--- src/rtl/reg_arbiter.sv ---
// reg_arbiter: two-requester arbiter that sequences one register-file operation at a time
// (IDLE -> ISSUE -> CAPT). Defining REG_ARBITER_STATS_EN adds per-port grant counters.
module reg_arbiter #(
  parameter int STARVE_MAX = 3
) (
  input  logic       clock,
  input  logic       reset,
  input  logic       req0,
  input  logic       req1,
  input  logic [2:0] op0,
  input  logic [2:0] op1,
  input  logic [7:0] wd0,
  input  logic [7:0] wd1,
  output logic       gnt0,
  output logic       gnt1,
  output logic       done0,
  output logic       done1,
  output logic [7:0] rdata,
  output logic       rf_ena,
  output logic [2:0] rf_opcode,
  output logic [7:0] rf_data_in,
  input  logic [7:0] rf_data_out
`ifdef REG_ARBITER_STATS_EN
  ,
  output logic [7:0] grant_cnt0,
  output logic [7:0] grant_cnt1
`endif
);

  typedef enum logic [1:0] {IDLE, ISSUE, CAPT} state_t;

  localparam int CW = (STARVE_MAX < 1) ? 1 : $clog2(STARVE_MAX + 1);
  localparam logic [CW-1:0] STARVE_LIM = CW'(STARVE_MAX);

  state_t        state;
  state_t        state_next;
  logic [CW-1:0] starve_cnt;
  logic          owner;
  logic [2:0]    op_q;
  logic [7:0]    wd_q;
  logic          any_req;
  logic          pick1;

  assign any_req = req0 | req1;
  // Port 1 wins when it is alone or when port 0 has used up its consecutive-grant allowance.
  assign pick1   = req1 & (~req0 | (starve_cnt == STARVE_LIM));

  assign rf_opcode  = op_q;
  assign rf_data_in = wd_q;

  // NOTE: sequential state uses non-blocking assignments so every flop samples pre-edge values.
  always_ff @(posedge clock) begin
    if (reset) state <= IDLE;
    else       state <= state_next;
  end

  // NOTE: the default assignment first keeps this block purely combinational (no latch).
  always_comb begin
    state_next = state;
    unique case (state)
      IDLE:    if (any_req) state_next = ISSUE;
      ISSUE:   state_next = CAPT;
      CAPT:    state_next = IDLE;
      default: state_next = IDLE;
    endcase
  end

  always_comb begin
    rf_ena = (state == ISSUE);
    gnt0   = (state != IDLE) && !owner;
    gnt1   = (state != IDLE) && owner;
  end

  always_ff @(posedge clock) begin
    if (reset) begin
      owner      <= 1'b0;
      op_q       <= 3'b000;
      wd_q       <= 8'h00;
      starve_cnt <= '0;
      rdata      <= 8'h00;
      done0      <= 1'b0;
      done1      <= 1'b0;
    end else begin
      done0 <= 1'b0;
      done1 <= 1'b0;
      if (state == IDLE && any_req) begin
        owner <= pick1;
        op_q  <= pick1 ? op1 : op0;
        wd_q  <= pick1 ? wd1 : wd0;
        if (pick1 || !req1)              starve_cnt <= '0;
        else if (starve_cnt != STARVE_LIM) starve_cnt <= starve_cnt + 1'b1;
      end
      if (state == CAPT) begin
        done0 <= !owner;
        done1 <= owner;
        // Only the two read opcodes update the captured result.
        if (op_q == 3'b100 || op_q == 3'b101) rdata <= rf_data_out;
      end
    end
  end

`ifdef REG_ARBITER_STATS_EN
  always_ff @(posedge clock) begin
    if (reset) begin
      grant_cnt0 <= 8'h00;
      grant_cnt1 <= 8'h00;
    end else if (state == CAPT) begin
      if (owner) grant_cnt1 <= grant_cnt1 + 8'd1;
      else       grant_cnt0 <= grant_cnt0 + 8'd1;
    end
  end
`endif

endmodule

--- config.mk ---
export PLATFORM = sky130hd
export DESIGN_NAME = reg_arbiter
export DESIGN_NICKNAME = d
export VERILOG_FILES = /design/src/rtl/reg_arbiter.sv
export SDC_FILE = /design/constraint.sdc
export NUM_CORES = 1
export LEC_CHECK = 0
export CORE_MARGIN = 8
export CORE_UTILIZATION = 35
export CTS_CLUSTER_DIAMETER = 80
export DETAILED_ROUTE_END_ITERATION = 10
export PLACE_DENSITY = 0.75
export SYNTH_ARGS = -nofsm -noshare
export SYNTH_HDL_FRONTEND = slang
export SYNTH_SLANG_ARGS = --single-unit
--- constraint.sdc ---
create_clock -name clock -period 1.4 [get_ports clock]
set_clock_uncertainty 0.2 [all_clocks]
set_input_delay 0.21 -clock clock [delete_from_list [all_inputs] [get_ports clock]]
set_output_delay 0.21 -clock clock [all_outputs]
set_load 0.005 [all_outputs]
Yosys cells after proc, flatten, opt, wreduce, memory -nomap -nowiden

Index checks and enable logic that the tools add are counted.

Add/subtract/negate cells: 1
$mul: 0
Div/mod/pow operators: 0
Magnitude comparators: 0
Equality and inequality tests: 7
Shift-type cells: 0
Multiplexer cells: 6
Bitwise logic cells: 5
Reduce and logical (&&, ||, !) cells: 13

Operator list:

| operator              | number |
|---|---|
| $mux W8               | 1 |
| $eq A3 B3 Y1 const B  | 2 |
| $mux W2               | 3 |
| $eq A2 B2 Y1 const B  | 2 |
| $ne A2 B2 Y1 const B  | 2 |
| $pmux W2 S2           | 1 |
| $reduce_and A2 Y1     | 2 |
| $reduce_bool A2 Y1    | 2 |
| $logic_and A1 B1 Y1   | 3 |
| $mux W3               | 1 |
| $add A2 B1 Y2 const B | 1 |
| $eq A2 B1 Y1 const B  | 1 |
| $logic_not A1 Y1      | 2 |
| $logic_not A2 Y1      | 1 |
| $logic_or A1 B1 Y1    | 2 |
| $not A1 Y1            | 2 |
| $or A1 B1 Y1          | 2 |
| $reduce_or A2 Y1      | 1 |
| $and A1 B1 Y1         | 1 |

Register bits after elaboration: 26
Latch bits: 0
Bits in writable memories: 0
Memory bits (read-only): 0
Output and inout bits: 24
Logic and storage cells: 40
Memories: 0

Longest topological paths before layout

Gate-level depths: netlist of the first run.

Word-level depth: 6
Gate-level depth with buffers: 5

Worst setup path before layout of the first run

No wires, ideal clock.

Path type: reg2reg
Start point: register starve_cnt[0]
End point: register wd_q[7], in the netlist rf_data_in[7]
Arrival time: 1220 ps
Required time: 1109 ps
Path slack: -111 ps
Stages on the path, launching flop included: 6
Buffers on the path: 1
Clock period less this slack: 1511 ps
Path through: dfxtp_1 > ha_1 > nand2b_1 > clkbuf_1 > nand3_1 > a311oi_1

Cells in the longest elaborated chain, start to end: 4

RTL lines:

| item                   | line | source |
|---|---|---|
| start, declared        | 37   | `logic [CW-1:0] starve_cnt;` |
| start signal, assigned | 91   | `else if (starve_cnt != STARVE_LIM) starve_cnt <= starve_cnt + 1'b1;` |
| $eq A2 B2 Y1           | 46   | `assign pick1 = req1 & (~req0 \| (starve_cnt == STARVE_LIM));` |
| $or A1 B1 Y1           | 46   |  |
| $and A1 B1 Y1          | 46   |  |
| $mux W8                | 89   | `wd_q <= pick1 ? wd1 : wd0;` |
| end signal, assigned   | 89   |  |
| end, declared          | 40   | `logic [7:0] wd_q;` |

No other way between the ends.
A chain may end at the register's enable or synchronous reset.

Worst setup path after layout of the first run

Start point: register state[1]
End point: register starve_cnt[0]

Cells in the longest elaborated chain, start to end: 3

RTL lines:

| item                               | line | source |
|---|---|---|
| start, declared                    | 35   | `state_t state;` |
| start signal, assigned             | 54   | `else state <= state_next;` |
| $logic_not A2 Y1                   | 86   | `if (state == IDLE && any_req) begin` |
| $logic_and A1 B1 Y1                | 86   |  |
| $reduce_and A2 Y1 (no source line) | --   |  |

No other way between the ends.

==> results by group, run 1 <==
STA
  • F_max: 587 MHz
  • Final worst setup slack: -303 ps
  • Slew Viols, Final: 0
  • Setup violators final: 25
  • Final period util: 122%
  • Hold WS: 242 ps
  • Slew margin rel.: 74.8%
  • Tmin final: 1700 ps
  • RSZ-0062 raised after global routing: true
  • Fin. Hold Viols: 0
  • Worst slew pin tran: 379 ps

Hold path
  • Hold Path Depth: 3
  • HP Class: in -> reg
  • Hold Startpoint: wd0[7]
  • WHS Endpoint: rf_data_in[7]$_SDFFE_PP0P_

Pwr
  • Power share of the combinational group: 31.0%
  • Clock network power share: 22.0%
  • Sequential group share of total power: 47.0%
  • Internal Power: 0.00127 W
  • LEAKAGE: 0.868 nW
  • Switching power: 0.000493 W
  • VDD IR max: 0.477 mV
  • Pwr Density: 828 mW/mm2
  • Net Sw Frac: 27.9%

Die
  • Die area: 0.00520 mm2
  • Core ar.: 0.00303 mm2
  • Initial core utilization: 36.4%
  • Die Ht: 72.1 um
  • I/O pin cnt: 58
  • Std cell rows: 20
  • Die width: 72.1 um

Worst setup path
  • RR Endpoint: starve_cnt[0]$_SDFFE_PP0P_
  • WP data required: 1460 ps
  • Reg2reg start: state[1]$_SDFFE_PP0P_
  • Worst setup SP type: flip-flop
  • WS Path Type: reg -> reg
  • CP max FO: 5
  • R2r setup slk: -300 ps
  • R2R cell count: 4
  • Capturing element type of the critical path: flip-flop
  • Critical path arrival: 1760 ps

Clocking
  • Hold buffers post-CTS: 0
  • Clock transition at path regs: 140 ps
  • CTS Buf Count: 3
  • CTS tree: done
  • Worst-skew pair later-pin latency: 330 ps
  • Clock Path Buffers: 2
  • Clk root buf: clkbuf_4
  • Htree depth: 1
  • Clock Sinks: 26

Logic synthesis
  • Post-Syn Nets: 159
  • Yosys top cell area share: 47.2%
  • Post-Syn Area per Cell: 8.89 um2
  • Top area cells in the synthesized netlist: dfxtp_1 47%, a311oi_1 8.7%, mux2i_1 7.3%
  • Post-Syn Instances: 124
  • Synth warn: 0
  • Yosys top cell by area: dfxtp_1
  • Sequential fraction of the synthesis area: 47.2%
  • Synthesized area: 0.00110 mm2
  • Synth cell types: 23
  • #FFs+latches synth: 26

Final layout
  • Final Non-Filler Cells: 246
  • Area of the multi-input gates: 667 um2
  • Share of cells above drive strength 1: 41.6%
  • Sequential standard cell area: 553 um2
  • Most common cell after layout, fill and taps aside: clkdlybuf4s50_1
  • Filler cell count: 226
  • Final Net Count: 238
  • Area delta synth->final: 93.8%
  • Most frequent cells in the layout: 33 x clkdlybuf4s50_1, 20 x dfxtp_2, 19 x dlygate4sd2_1, 15 x buf_4, 13 x buf_6
  • Ant. Diodes: 0

Placed design
  • Port bufs: 57
  • Post-DP HPWL: 2860 um
  • Placed cell count: 231
  • GP Congestion: 0.906

Route
  • Vias post-DR: 1277
  • Final wirelength: 4390 um
  • Antenna Violating Nets Remaining: 0
  • Detailed Routing Iterations Pass 1: 4
  • Vias per cell: 5.19
  • Drc violations: 0
  • Initial DRC count: 46
  • Wire length per cell: 17.9 um

Run status
  • Status: complete, but fails checks
  • Failing checks: setup timing

Global route
  • Largest net degree at the start of global routing: 15
  • First-pass GRT wire length: 5920 um
  • Overflow after GRT: 0
  • Initial antenna violation count: 0
  • Global Route Usage Sum: 14.2%
  • Vias in the first global route: 1220

Job
  • Maxcap violations: 0
## cell type report
cell class | count | area share, %
Clock buffer | 4 | 1.70
Inverter | 1 | 0.176
Multi-Input combinational cell | 85 | 31.2
Sequential cell | 26 | 25.9
Tap cell | 44 | 2.58
Timing Repair Buffer | 86 | 38.4
## worst max-delay path, stage by stage, from the launching register on
cell	delay (ps)
dfxtp_4	390
or2_4	260
buf_6	140
or4_4	480
a21oi_2	180
## state kept, by name, indices dropped and copies added, names as in the netlist
| register | count |
|---|---|
| rdata | 8 |
| rf_data_in | 8 |
| rf_opcode | 3 |
| starve_cnt | 2 |
| state | 2 |
| done0 | 1 |
| done1 | 1 |
| owner | 1 |
## cell families (layout without fill, tap and decap cells)
kind of cell | count (synthesis) | after routing | synth area share, %
buffers and inverters | 13 | 91 | 4.99
and+or+nand+nor | 37 | 37 | 17.9
muxes | 8 | 8 | 7.26
DFF | 26 | 26 | 47.2
adders and majority gates | 1 | 1 | 1.13
AOI/OAI and AO/OA | 39 | 39 | 21.5
## per-stage QoR
stage / setup slack [ps] / power, W / cell area, um2 / utilization (%) / setup TNS, ps
2_1_floorplan: -85.5 / 0.000988 / 1120 / - / -85.5
3_3_place_gp: -477 / 0.00124 / 1820 / 60.2 / -6810
3_5_place_dp: -595 / 0.00125 / 1820 / 60.2 / -8230
4_1_cts: -206 / 0.00165 / 1950 / 64.4 / -3150
5_1_grt: -320 / 0.00183 / 2140 / 70.5 / -5090
6_report: -303 / 0.00177 / 2140 / 70.5 / -3780
## layer usage
metal	global-route usage [%]	vias to the layer above	part of all wire (%)
li1	-	614	-
met1	15.6	608	42
met2	24.9	48	50
met3	3.03	7	5.3
met4	7.48	0	1.8
met5	0	-	0
## worst max path at each step
stage,from,endpoint,cells after the start
3_3_place_gp,req1,rf_data_in[4]$_SDFFE_PP0P_,4
2_1_floorplan,state[1]$_SDFFE_PP0P_,starve_cnt[0]$_SDFFE_PP0P_,4
4_1_cts,state[0]$_SDFFE_PP0P_,rdata[4]$_SDFFE_PP0P_,6
5_1_grt,state[1]$_SDFFE_PP0P_,starve_cnt[0]$_SDFFE_PP0P_,4
6_report,state[1]$_SDFFE_PP0P_,starve_cnt[0]$_SDFFE_PP0P_,4
3_5_place_dp,req1,rf_data_in[5]$_SDFFE_PP0P_,4
## power groups by stage
stage / Clock (W) / Combinational (W) / Sequential [W]
after floorplan: 0 / 0.000153 / 0.000835
after global placement: 0 / 0.000408 / 0.000834
after detailed placement: 0 / 0.000418 / 0.000837
after CTS: 0.000385 / 0.000443 / 0.000823
after global routing: 0.000416 / 0.000578 / 0.000835
final: 0.000389 / 0.000548 / 0.000831
## synth_stat cells (all sizes together)
master	number
nor4b	1
nand2b	1
nor2b	2
buf	4
a21oi	14
inv	1
or2	2
ha	1
nand4	1
nand3	12
mux2i	8
a311oi	11
clkbuf	8
or4	1
nor4bb	2
and2b	1
nor2	12
and2	1
o21ai	14
dfxtp	26
nor3	1
## repair_timing
item | CTS | global route
pin swaps | 5 | 20
resized for setup | 68 | 35
gates cloned | 0 | 1
setup buffers | 6 | 4
endpoints found under the setup margin | 45 | 26
Power figures use the tool's default switching activity.
==> inputs of run 2 (changes only) <==
PLACE_DENSITY = 0.81   (was 0.75)
==> results by group, run 2 (same netlist as run 1, synthesis figures left out) <==
Run status
  • Status: complete, but fails checks (unchanged)
  • Failing checks: setup timing (unchanged)

Worst setup path
  • CP max FO: 8 (was 5)
  • Start point of the critical path: state[0]$_SDFFE_PP0P_ (was state[1]$_SDFFE_PP0P_)
  • WS Path Type: reg -> reg (unchanged)
  • CP peak stage delay: 360 ps (was 480 ps)
  • Capturing element type of the critical path: flip-flop (unchanged)
  • R2R cell count: 6 (was 4)
  • Critical path arrival: 1670 ps (was 1760 ps)
  • CP cell instances: buf_6 > buf_6 > nor4bb_4 > buf_6 > mux2i_1 > nor2_1 (was or2_4 > buf_6 > or4_4 > a21oi_2)
  • Reg2reg start: state[0]$_SDFFE_PP0P_ (was state[1]$_SDFFE_PP0P_)
  • WP data required: 1430 ps (was 1460 ps)
  • Slowest CP cell: dfxtp_2 (was or4_4)
  • Cell mode on critical path: buf_6
  • Worst setup SP type: flip-flop (unchanged)

Pwr
  • Net Sw Frac: 26.1% (was 27.9%)
  • VDD IR max: 0.632 mV (was 0.477 mV)
  • Design Power: 0.00196 W (was 0.00177 W)
  • Internal Power: 0.00145 W (was 0.00127 W)
  • Pwr Density: 874 mW/mm2 (was 828 mW/mm2)
  • LEAKAGE: 0.919 nW (was 0.868 nW)
  • Clock network power share: 26.7% (was 22.0%)
  • Sequential group share of total power: 42.3% (was 47.0%)
  • Switching power: 0.000513 W (was 0.000493 W)
  • Power share of the combinational group: 31.1% (was 31.0%)

Route
  • Antenna Violating Nets Remaining: 0 (unchanged)
  • Initial DRC count: 112 (was 46)
  • Wire length per cell: 17.8 um (was 17.9 um)
  • Vias per cell: 5.22 (was 5.19)
  • Detailed Routing Iterations Pass 1: 4 (unchanged)
  • Final wirelength: 4510 um (was 4390 um)
  • Drc violations: 0 (unchanged)
  • Vias post-DR: 1326 (was 1277)

Final layout
  • Ant. Diodes: 0 (unchanged)
  • Area of the multi-input gates: 671 um2 (was 667 um2)
  • Final design instance area without fill: 0.00225 mm2 (was 0.00214 mm2)
  • Sequential standard cell area: 549 um2 (was 553 um2)
  • Most common cell after layout, fill and taps aside: clkdlybuf4s50_1 (unchanged)
  • Most frequent cells in the layout: 33 x clkdlybuf4s50_1, 24 x buf_4, 23 x dfxtp_2, 12 x o21ai_0, 12 x a21oi_2 (was 33 x clkdlybuf4s50_1, 20 x dfxtp_2, 19 x dlygate4sd2_1, 15 x buf_4, 13 x buf_6)
  • Share of cells above drive strength 1: 45.2% (was 41.6%)
  • Final Net Count: 246 (was 238)
  • Filler cell count: 201 (was 226)
  • Area delta synth->final: 104% (was 93.8%)
  • Fin util: 74.2% (was 70.5%)

Die
  • Die area: 0.00520 mm2 (unchanged)
  • Die width: 72.1 um (unchanged)
  • Core ar.: 0.00303 mm2 (unchanged)
  • Std cell rows: 20 (unchanged)
  • Die Ht: 72.1 um (unchanged)
  • I/O pin cnt: 58 (unchanged)
  • Initial core utilization: 36.4% (unchanged)

Job
  • Maxcap violations: 0 (unchanged)

STA
  • Hold WS: 247 ps (was 242 ps)
  • Setup violators final: 25 (unchanged)
  • Final worst setup slack: -247 ps (was -303 ps)
  • Slew Viols, Final: 0 (unchanged)
  • Final period util: 118% (was 122%)
  • Slew margin rel.: 75.8% (was 74.8%)
  • Tmin final: 1650 ps (was 1700 ps)
  • Fin. Hold Viols: 0 (unchanged)
  • RSZ-0062 raised after global routing: true (unchanged)
  • Final TNS setup: -3810 ps (was -3780 ps)
  • F_max: 607 MHz (was 587 MHz)
  • Worst slew pin tran: 364 ps (was 379 ps)

Clocking
  • CTS tree: done (unchanged)
  • Clk root buf: clkbuf_4 (unchanged)
  • Worst-skew pair later-pin latency: 330 ps (about the same)
  • Clock Sinks: 26 (unchanged)
  • Htree depth: 1 (unchanged)
  • CTS Buf Count: 3 (unchanged)
  • Clock Path Buffers: 2 (unchanged)
  • Clock transition at path regs: 150 ps (was 140 ps)

Placed design
  • GP Congestion: 0.865 (was 0.906)
  • Post-DP HPWL: 2880 um (was 2860 um)
  • Placed Area: 0.00185 mm2 (was 0.00182 mm2)
  • Port bufs: 57 (unchanged)

Global route
  • Largest net degree at the start of global routing: 27 (was 15)
  • First-pass GRT wire length: 7330 um (was 5920 um)
  • Initial antenna violation count: 0 (unchanged)
  • Global Route Usage Sum: 17.6% (was 14.2%)
  • Vias in the first global route: 1498 (was 1220)
  • Overflow after GRT: 0 (unchanged)

Hold path
  • HP Class: in -> reg (unchanged)
  • Hold Path Depth: 3 (unchanged)
  • Hold Startpoint: op1[0] (was wd0[7])
==> run 2: what timing repair did <==
action / in CTS / in global routing
setup buffers: 10 / 6
pin swaps: 20 / 11
hold buffers: 0 / 0
setup endpoints to repair: 44 / 38
gates cloned: 3 / 0
gates resized for setup: 88 / 22
==> run 2: critical path: cells and delay by family, from the launching register on <==
| family | cells | cell delay [ps] |
|---|---|---|
| buffers and inverters | 3 | 430 |
| and+or+nand+nor | 2 | 340 |
| DFF | 1 | 360 |
| muxes | 1 | 220 |
==> run 2: metrics by stage <==
stage | setup WS [ps] | instances
after floorplan | -85.5 | 124
after global placement | -287 | 231
after detailed placement | -355 | 231
after CTS | -263 | 248
after global routing | -303 | 254
final | -247 | 254
==> run 2: area by class of cell <==
type                    instances  share of cell area (%)
clock buffers                   3                    1.00
inverters                       1                   0.167
clock inverters                 1                    1.34
repair buffers                 94                    40.8
multi-input cells              85                    29.8
well taps                      44                    2.45
flip-flops and latches         26                    24.4
==> run 2: path summary, 6_finish.rpt <==
kind	slack (ps)	endpoint
setup / recovery	-250	rdata[2]$_SDFFE_PP0P_
hold / removal	250	rf_opcode[0]$_SDFFE_PP0P_
setup reg to reg	-250	rdata[2]$_SDFFE_PP0P_
hold reg to reg	300	rdata[4]$_SDFFE_PP0P_
==> run 2: metal layers <==
layer / vias to the layer above / global-route usage (%) / part of all wire (%)
li1: 631 / - / -
met1: 618 / 19.6 / 38
met2: 64 / 29.2 / 50
met5: - / 0 / 0
met3: 13 / 4.13 / 7.2
met4: 0 / 11.8 / 3.9
==> run 2: power groups by stage <==
stage | Sequential (W) | Clock, W | Combinational, W
2_1_floorplan | 0.000835 | 0 | 0.000153
3_3_place_gp | 0.000832 | 0 | 0.000426
3_5_place_dp | 0.000836 | 0 | 0.000441
4_1_cts | 0.000828 | 0.000532 | 0.000534
5_1_grt | 0.000836 | 0.000581 | 0.000645
6_report | 0.000830 | 0.000524 | 0.000610
==> inputs of run 3 (changes only) <==
CELL_PAD_IN_SITES_DETAIL_PLACEMENT = 1   (was not set)
CELL_PAD_IN_SITES_GLOBAL_PLACEMENT = 1   (was not set)
CORE_UTILIZATION = 24   (was 35)
PLACE_DENSITY = 0.79   (was 0.81)
==> results by group, run 3 (same netlist as run 1, synthesis figures left out) <==
Run status
  • Status: complete, but fails checks (unchanged)
  • Failing checks: setup timing (unchanged)

Final layout
  • Share of cells above drive strength 1: 38.4% (was 45.2%)
  • Fin util: 49.4% (was 74.2%)
  • Final design instance area without fill: 0.00217 mm2 (was 0.00225 mm2)
  • Ant. Diodes: 0 (unchanged)
  • Most common cell after layout, fill and taps aside: clkdlybuf4s50_1 (unchanged)
  • Final Net Count: 235 (was 246)
  • Most frequent cells in the layout: 31 x clkdlybuf4s50_1, 21 x dlygate4sd2_1, 17 x dfxtp_1, 13 x buf_4, 11 x buf_6 (was 33 x clkdlybuf4s50_1, 24 x buf_4, 23 x dfxtp_2, 12 x o21ai_0, 12 x a21oi_2)
  • Area delta synth->final: 96.5% (was 104%)
  • Filler cell count: 495 (was 201)

Clocking
  • Clock transition at path regs: 90 ps (was 150 ps)
  • Hold buffers post-CTS: 0 (unchanged)
  • CTS tree: done (unchanged)
  • Clk root buf: clkbuf_8 (was clkbuf_4)
  • Clock Path Buffers: 2 (unchanged)
  • CTS Buf Count: 3 (unchanged)
  • Clock Sinks: 26 (unchanged)
  • Htree depth: 1 (unchanged)
  • Worst-skew pair later-pin latency: 270 ps (was 330 ps)

Pwr
  • Switching power: 0.000510 W (was 0.000513 W)
  • LEAKAGE: 0.889 nW (was 0.919 nW)
  • Clock network power share: 23.8% (was 26.7%)
  • Net Sw Frac: 28.2% (was 26.1%)
  • Power share of the combinational group: 30.4% (was 31.1%)
  • Design Power: 0.00181 W (was 0.00196 W)
  • VDD IR max: 0.488 mV (was 0.632 mV)
  • Pwr Density: 835 mW/mm2 (was 874 mW/mm2)
  • Internal Power: 0.00130 W (was 0.00145 W)
  • Sequential group share of total power: 45.8% (was 42.3%)

Route
  • Drc violations: 0 (unchanged)
  • Initial DRC count: 18 (was 112)
  • Detailed Routing Iterations Pass 1: 4 (unchanged)
  • Wire length per cell: 18.5 um (was 17.8 um)
  • Vias post-DR: 1262 (was 1326)
  • Antenna Violating Nets Remaining: 0 (unchanged)
  • Final wirelength: 4630 um (was 4510 um)
  • Vias per cell: 5.05 (was 5.22)

Die
  • Initial core utilization: 25.1% (was 36.4%)
  • Die width: 83.8 um (was 72.1 um)
  • Std cell rows: 24 (was 20)
  • I/O pin cnt: 58 (unchanged)
  • Die Ht: 83.8 um (was 72.1 um)
  • Die area: 0.00702 mm2 (was 0.00520 mm2)
  • Core ar.: 0.00438 mm2 (was 0.00303 mm2)

Worst setup path
  • Critical path arrival: 1560 ps (was 1670 ps)
  • Cell mode on critical path: buf_6 (unchanged)
  • WP data required: 1370 ps (was 1430 ps)
  • Capturing element type of the critical path: flip-flop (unchanged)
  • Worst path bufs/invs: 3 (unchanged)
  • Worst setup SP type: flip-flop (unchanged)
  • CP cell instances: buf_6 > buf_6 > nor4bb_4 > buf_6 > mux2i_1 > nor2_1 (unchanged)
  • Slowest CP cell: dfxtp_2 (unchanged)
  • WS Path Type: reg -> reg (unchanged)
  • CP peak stage delay: 330 ps (was 360 ps)
  • CP max FO: 8 (unchanged)
  • Crit path max-delay family: buffers and inverters (unchanged)

Job
  • Maxcap violations: 0 (unchanged)

Placed design
  • Placed Area: 0.00182 mm2 (was 0.00185 mm2)
  • Port bufs: 57 (unchanged)
  • Post-DP HPWL: 3070 um (was 2880 um)
  • GP Congestion: 0.811 (was 0.865)

Hold path
  • HP Class: in -> reg (unchanged)

STA
  • Final worst setup slack: -186 ps (was -247 ps)
  • Worst slew pin tran: 342 ps (was 364 ps)
  • Slew Viols, Final: 0 (unchanged)
  • F_max: 631 MHz (was 607 MHz)
  • Fin. Hold Viols: 0 (unchanged)
  • Final period util: 113% (was 118%)
  • Hold WS: 126 ps (was 247 ps)
  • RSZ-0062 raised after global routing: true (unchanged)
  • Slew margin rel.: 77.1% (was 75.8%)
  • Tmin final: 1590 ps (was 1650 ps)
  • Setup violators final: 24 (was 25)

Global route
  • Vias in the first global route: 1354 (was 1498)
  • Largest net degree at the start of global routing: 16 (was 27)
  • Global Route Usage Sum: 11.4% (was 17.6%)
  • Overflow after GRT: 0 (unchanged)
  • First-pass GRT wire length: 6640 um (was 7330 um)
  • Initial antenna violation count: 0 (unchanged)
## run 3: cell count changes in the layout (fill, tap and decap cells not counted), sizes merged
cell           previous run  this run
clkbuf                    3         5
dlygate4sd2              11        21
clkdlybuf4s15             9         0
clkdlybuf4s50            33        31
buf                      40        27
bufinv                    1         0
dlymetal6s2s              1         2
## run 3: tightest hold or removal path: cells and delay by family
kind / cells / cell delay (ps)
simple gates: 1 / 110
buf+inv: 1 / 190
compound gates: 1 / 60
## run 3: through the flow
step	setup TNS, ps	std cells	setup slack [ps]
floorplan	-85.5	124	-85.5
global placement	-7840	238	-546
detailed placement	-9050	238	-644
CTS	-3660	244	-249
global route	-4340	250	-265
finish	-2850	250	-186
## run 3: path summary, 6_finish.rpt
kind / startpoint / to / slack (ps) / cells after the start
setup / recovery: state[0]$_SDFFE_PP0P_ / rdata[0]$_SDFFE_PP0P_ / -190 / 6
hold / removal: req1 / starve_cnt[1]$_SDFFE_PP0P_ / 130 / 3
setup reg to reg: state[0]$_SDFFE_PP0P_ / rdata[0]$_SDFFE_PP0P_ / -190 / 6
hold reg to reg: rdata[2]$_SDFFE_PP0P_ / rdata[2]$_SDFFE_PP0P_ / 300 / 2
## run 3: layout make-up
| type | count | area (um2) | share of cell area, % |
|---|---|---|---|
| tap | 52 | 65.1 | 3.00 |
| timing repair buffer | 83 | 796 | 36.7 |
| multi-input combinational | 85 | 728 | 33.6 |
| sequential | 26 | 532 | 24.6 |
| inverter | 1 | 3.75 | 0.173 |
| clock buffer | 3 | 41.3 | 1.91 |
## run 3: routing by layer
metal | up-vias | track usage, % | share of wire (%)
li1 | 605 | - | -
met1 | 603 | 12.2 | 41
met4 | 0 | 4.24 | 2.0
met3 | 6 | 3.32 | 5.7
met2 | 48 | 20.4 | 52
met5 | - | 0 | 0
## run 3: timing repair
item | CTS | global route
resized for setup | 45 | 56
gates cloned | 0 | 1
pin swaps | 7 | 28
endpoints found under the setup margin | 44 | 26
hold endpoints to repair | 0 | 0
setup buffers | 3 | 6
## run 3: power groups by stage
stage,combinational (W),sequential (W),clock [W]
final,0.000549,0.000829,0.000431
after floorplan,0.000153,0.000835,0
after global routing,0.000584,0.000836,0.000492
after detailed placement,0.000423,0.000836,0
after CTS,0.000420,0.000820,0.000446
after global placement,0.000414,0.000834,0
==> patch (settings of run 3) <==
Re-encode `state_t` (3 states) as one-hot, 3 bits wide.
--- a/src/rtl/reg_arbiter.sv
+++ b/src/rtl/reg_arbiter.sv
@@ -28,5 +28,5 @@
 );
 
-  typedef enum logic [1:0] {IDLE, ISSUE, CAPT} state_t;
+  typedef enum logic [2:0] {IDLE = 3'b001, ISSUE = 3'b010, CAPT = 3'b100} state_t;
 
   localparam int CW = (STARVE_MAX < 1) ? 1 : $clog2(STARVE_MAX + 1);
Check against the original RTL: no difference found for any inputs over 10 cycles, from zero or initial values and one cycle with reset high; not proved beyond that.
==> patch against run 3 <==
The flow still finishes with violations (negative setup slack). Sequential power is 4.8% higher. Clock power is 4.9% higher. Critical endpoint is now gnt1. Wire length is 0.24% higher. Via count is 0.87% higher. Worst setup slack worse by 0.095 ns. Critical path type is now register to primary output. Area after synthesis is 9.4% higher. Sequential cell count is 1 higher. Final area is 5.6% higher. Total power is 13% higher.
==> patch: results (changes against run 3) <==
The run gives 579.7 uW (was 510.3 uW) as the net switching power figure. The path class of the lowest-slack min-delay path was register to register (was primary input to register). The tools report the total number of vias as 1,273 (was 1,262). The sequential-to-total area share from yosys stat was 0.4481 (was 0.4722). The worst hold path startpoint was rdata[6]$_SDFFE_PP0P_ (was req1).

The logs give 0 (unchanged) for the yosys synthesis warning count and -0.2812 ns (was -0.1858 ns) for the setup slack of the critical path after layout. The total wirelength of the detailed-routed design was 4641 um (was 4630 um). Leading cell types by total area after synthesis: sky130_fd_sc_hd__dfxtp_1 45%, sky130_fd_sc_hd__nand2b_1 8.3%, sky130_fd_sc_hd__a221oi_1 8.0% (was sky130_fd_sc_hd__dfxtp_1 47%, sky130_fd_sc_hd__a311oi_1 8.7%, sky130_fd_sc_hd__mux2i_1 7.3%). The routability-driven placement congestion ratio came out at 0.7568 (was 0.8105). The leakage power summed over all cells was 0.9514 nW (was 0.8893 nW). Final-report setup violation count: 26 (was 24). The number of fill cells in the layout is 561 (was 495), and the worst path arrival time is 1.27 ns (was 1.56 ns).

The tools report the global route total overflow as 0 (unchanged). The cell depth of the worst min-delay path works out to 2 (was 3). The critical path launch point type is a register (unchanged). Leading cell types by count after synthesis: 27 x sky130_fd_sc_hd__dfxtp_1, 16 x sky130_fd_sc_hd__nand2b_1, 14 x sky130_fd_sc_hd__inv_1, 11 x sky130_fd_sc_hd__a221oi_1, 11 x sky130_fd_sc_hd__o32ai_1 (was 26 x sky130_fd_sc_hd__dfxtp_1, 14 x sky130_fd_sc_hd__a21oi_1, 14 x sky130_fd_sc_hd__o21ai_0, 12 x sky130_fd_sc_hd__nand3_1, 12 x sky130_fd_sc_hd__nor2_1). Reg-to-reg critical path startpoint: state[0]$_SDFFE_PP1P_ (was state[0]$_SDFFE_PP0P_). The global-route wire length before repair was 7251 um (was 6637 um); the total nets after synthesis was 159 (unchanged). The logs give 0 (unchanged) for the total inserted antenna cells and 240 (was 235) for the number of nets in the layout.

The total track usage is 0.1242 (was 0.1136), and the depth of the worst register-to-register path is 4 (was 6). The violation count after the first detailed-route iteration is 19 (was 18). The run gives 0.7158 (was 0.7714) as the worst slew margin relative to its limit.

Pin count of the biggest net entering global routing: 25 (was 16). The post-place instance area came out at 0.001999 sq mm (was 0.001824 sq mm). The tools report the unique cell type count in the Yosys netlist as 27 (was 23). The largest fanout on the critical path works out to 2 (was 8). The run gives 1,472 (was 1,354) as the via count of the first global-routing pass.

For the maximum vdd ir drop, the log shows 443.8 uV (was 488.3 uV). The run gives -0.3809 ns (was -0.6437 ns) as the worst slack after detailed placement. The detailed placement HPWL was 3094 um (was 3073 um).

The flow ran to the end, but the final reports show violations. Violated checks: negative setup slack (unchanged). The die boundary width was 86.89 um (was 83.77 um); the fraction of layout instances using a drive strength above 1 was 0.3431 (was 0.3838).
patch: worst paths after layout:
| kind | slack, ns | to |
|---|---|---|
| worst max-delay path | -0.28 | gnt1 |
| worst min-delay path | 0.27 | rdata[6]$_SDFFE_PP0P_ |
| worst max register to register | -0.25 | owner$_SDFFE_PP0P_ |
| worst min register to register | 0.27 | rdata[6]$_SDFFE_PP0P_ |
patch: kinds of logic after synthesis:
group	count (synthesis)	share of synthesized area
muxes	8	0.06639
DFF	27	0.4481
AOI/OAI and AO/OA	31	0.2064
adders and majority gates	1	0.01037
and+or+nand+nor	35	0.1919
buffers and inverters	22	0.07676
patch: final cells by class:
type	instances	area, sq um	share of cell area
Inverter	14	52.55	0.02298
Sequential cell	27	554.3	0.2423
Timing Repair Buffer	84	848.3	0.3709
Clock inverter	1	5.005	0.002188
Multi-Input combinational cell	75	698.2	0.3053
Clock buffer	3	41.29	0.01805
Tap cell	70	87.58	0.03829
patch: power by group through the flow:
stage                     combinational, mW  clock, mW  sequential (mW)
after detailed placement              0.519          0            0.882
final                                 0.718      0.452            0.869
after CTS                             0.702      0.473            0.867
after global routing                  0.768      0.514            0.876
after global placement                0.510          0            0.878
after floorplan                       0.191          0            0.890
patch: layer usage:
metal | GRT usage | up-vias | wire [um]
met4 | 0.05790 | 0 | 100
met2 | 0.2401 | 26 | 2635
li1 | - | 608 | -
met3 | 0.02264 | 6 | 203
met1 | 0.1240 | 633 | 1701
met5 | 0 | - | 0
patch: critical path: stages, from the launching register on:
cell and delay, ns:
sky130_fd_sc_hd__dfxtp_2 0.36, sky130_fd_sc_hd__or3b_4 0.39, sky130_fd_sc_hd__and2_4 0.15, sky130_fd_sc_hd__buf_6 0.10
patch: per-stage QoR:
| stage | power (mW) | util | std cells | TNS [ns] |
|---|---|---|---|---|
| floorplan | 1.081 | - | 124 | -0.2813 |
| global placement | 1.389 | 0.4017 | 260 | -4.886 |
| detailed placement | 1.402 | 0.4017 | 260 | -5.724 |
| CTS | 2.041 | 0.4537 | 273 | -4.498 |
| global route | 2.158 | 0.4595 | 274 | -6.117 |
| finish | 2.039 | 0.4595 | 274 | -4.180 |
patch: repair_timing:
item,4_1_cts,5_1_grt
pin swaps,20,3
gates resized for setup,68,9
gates cloned,2,0
endpoints found under the setup margin,46,27
setup buffers,7,2
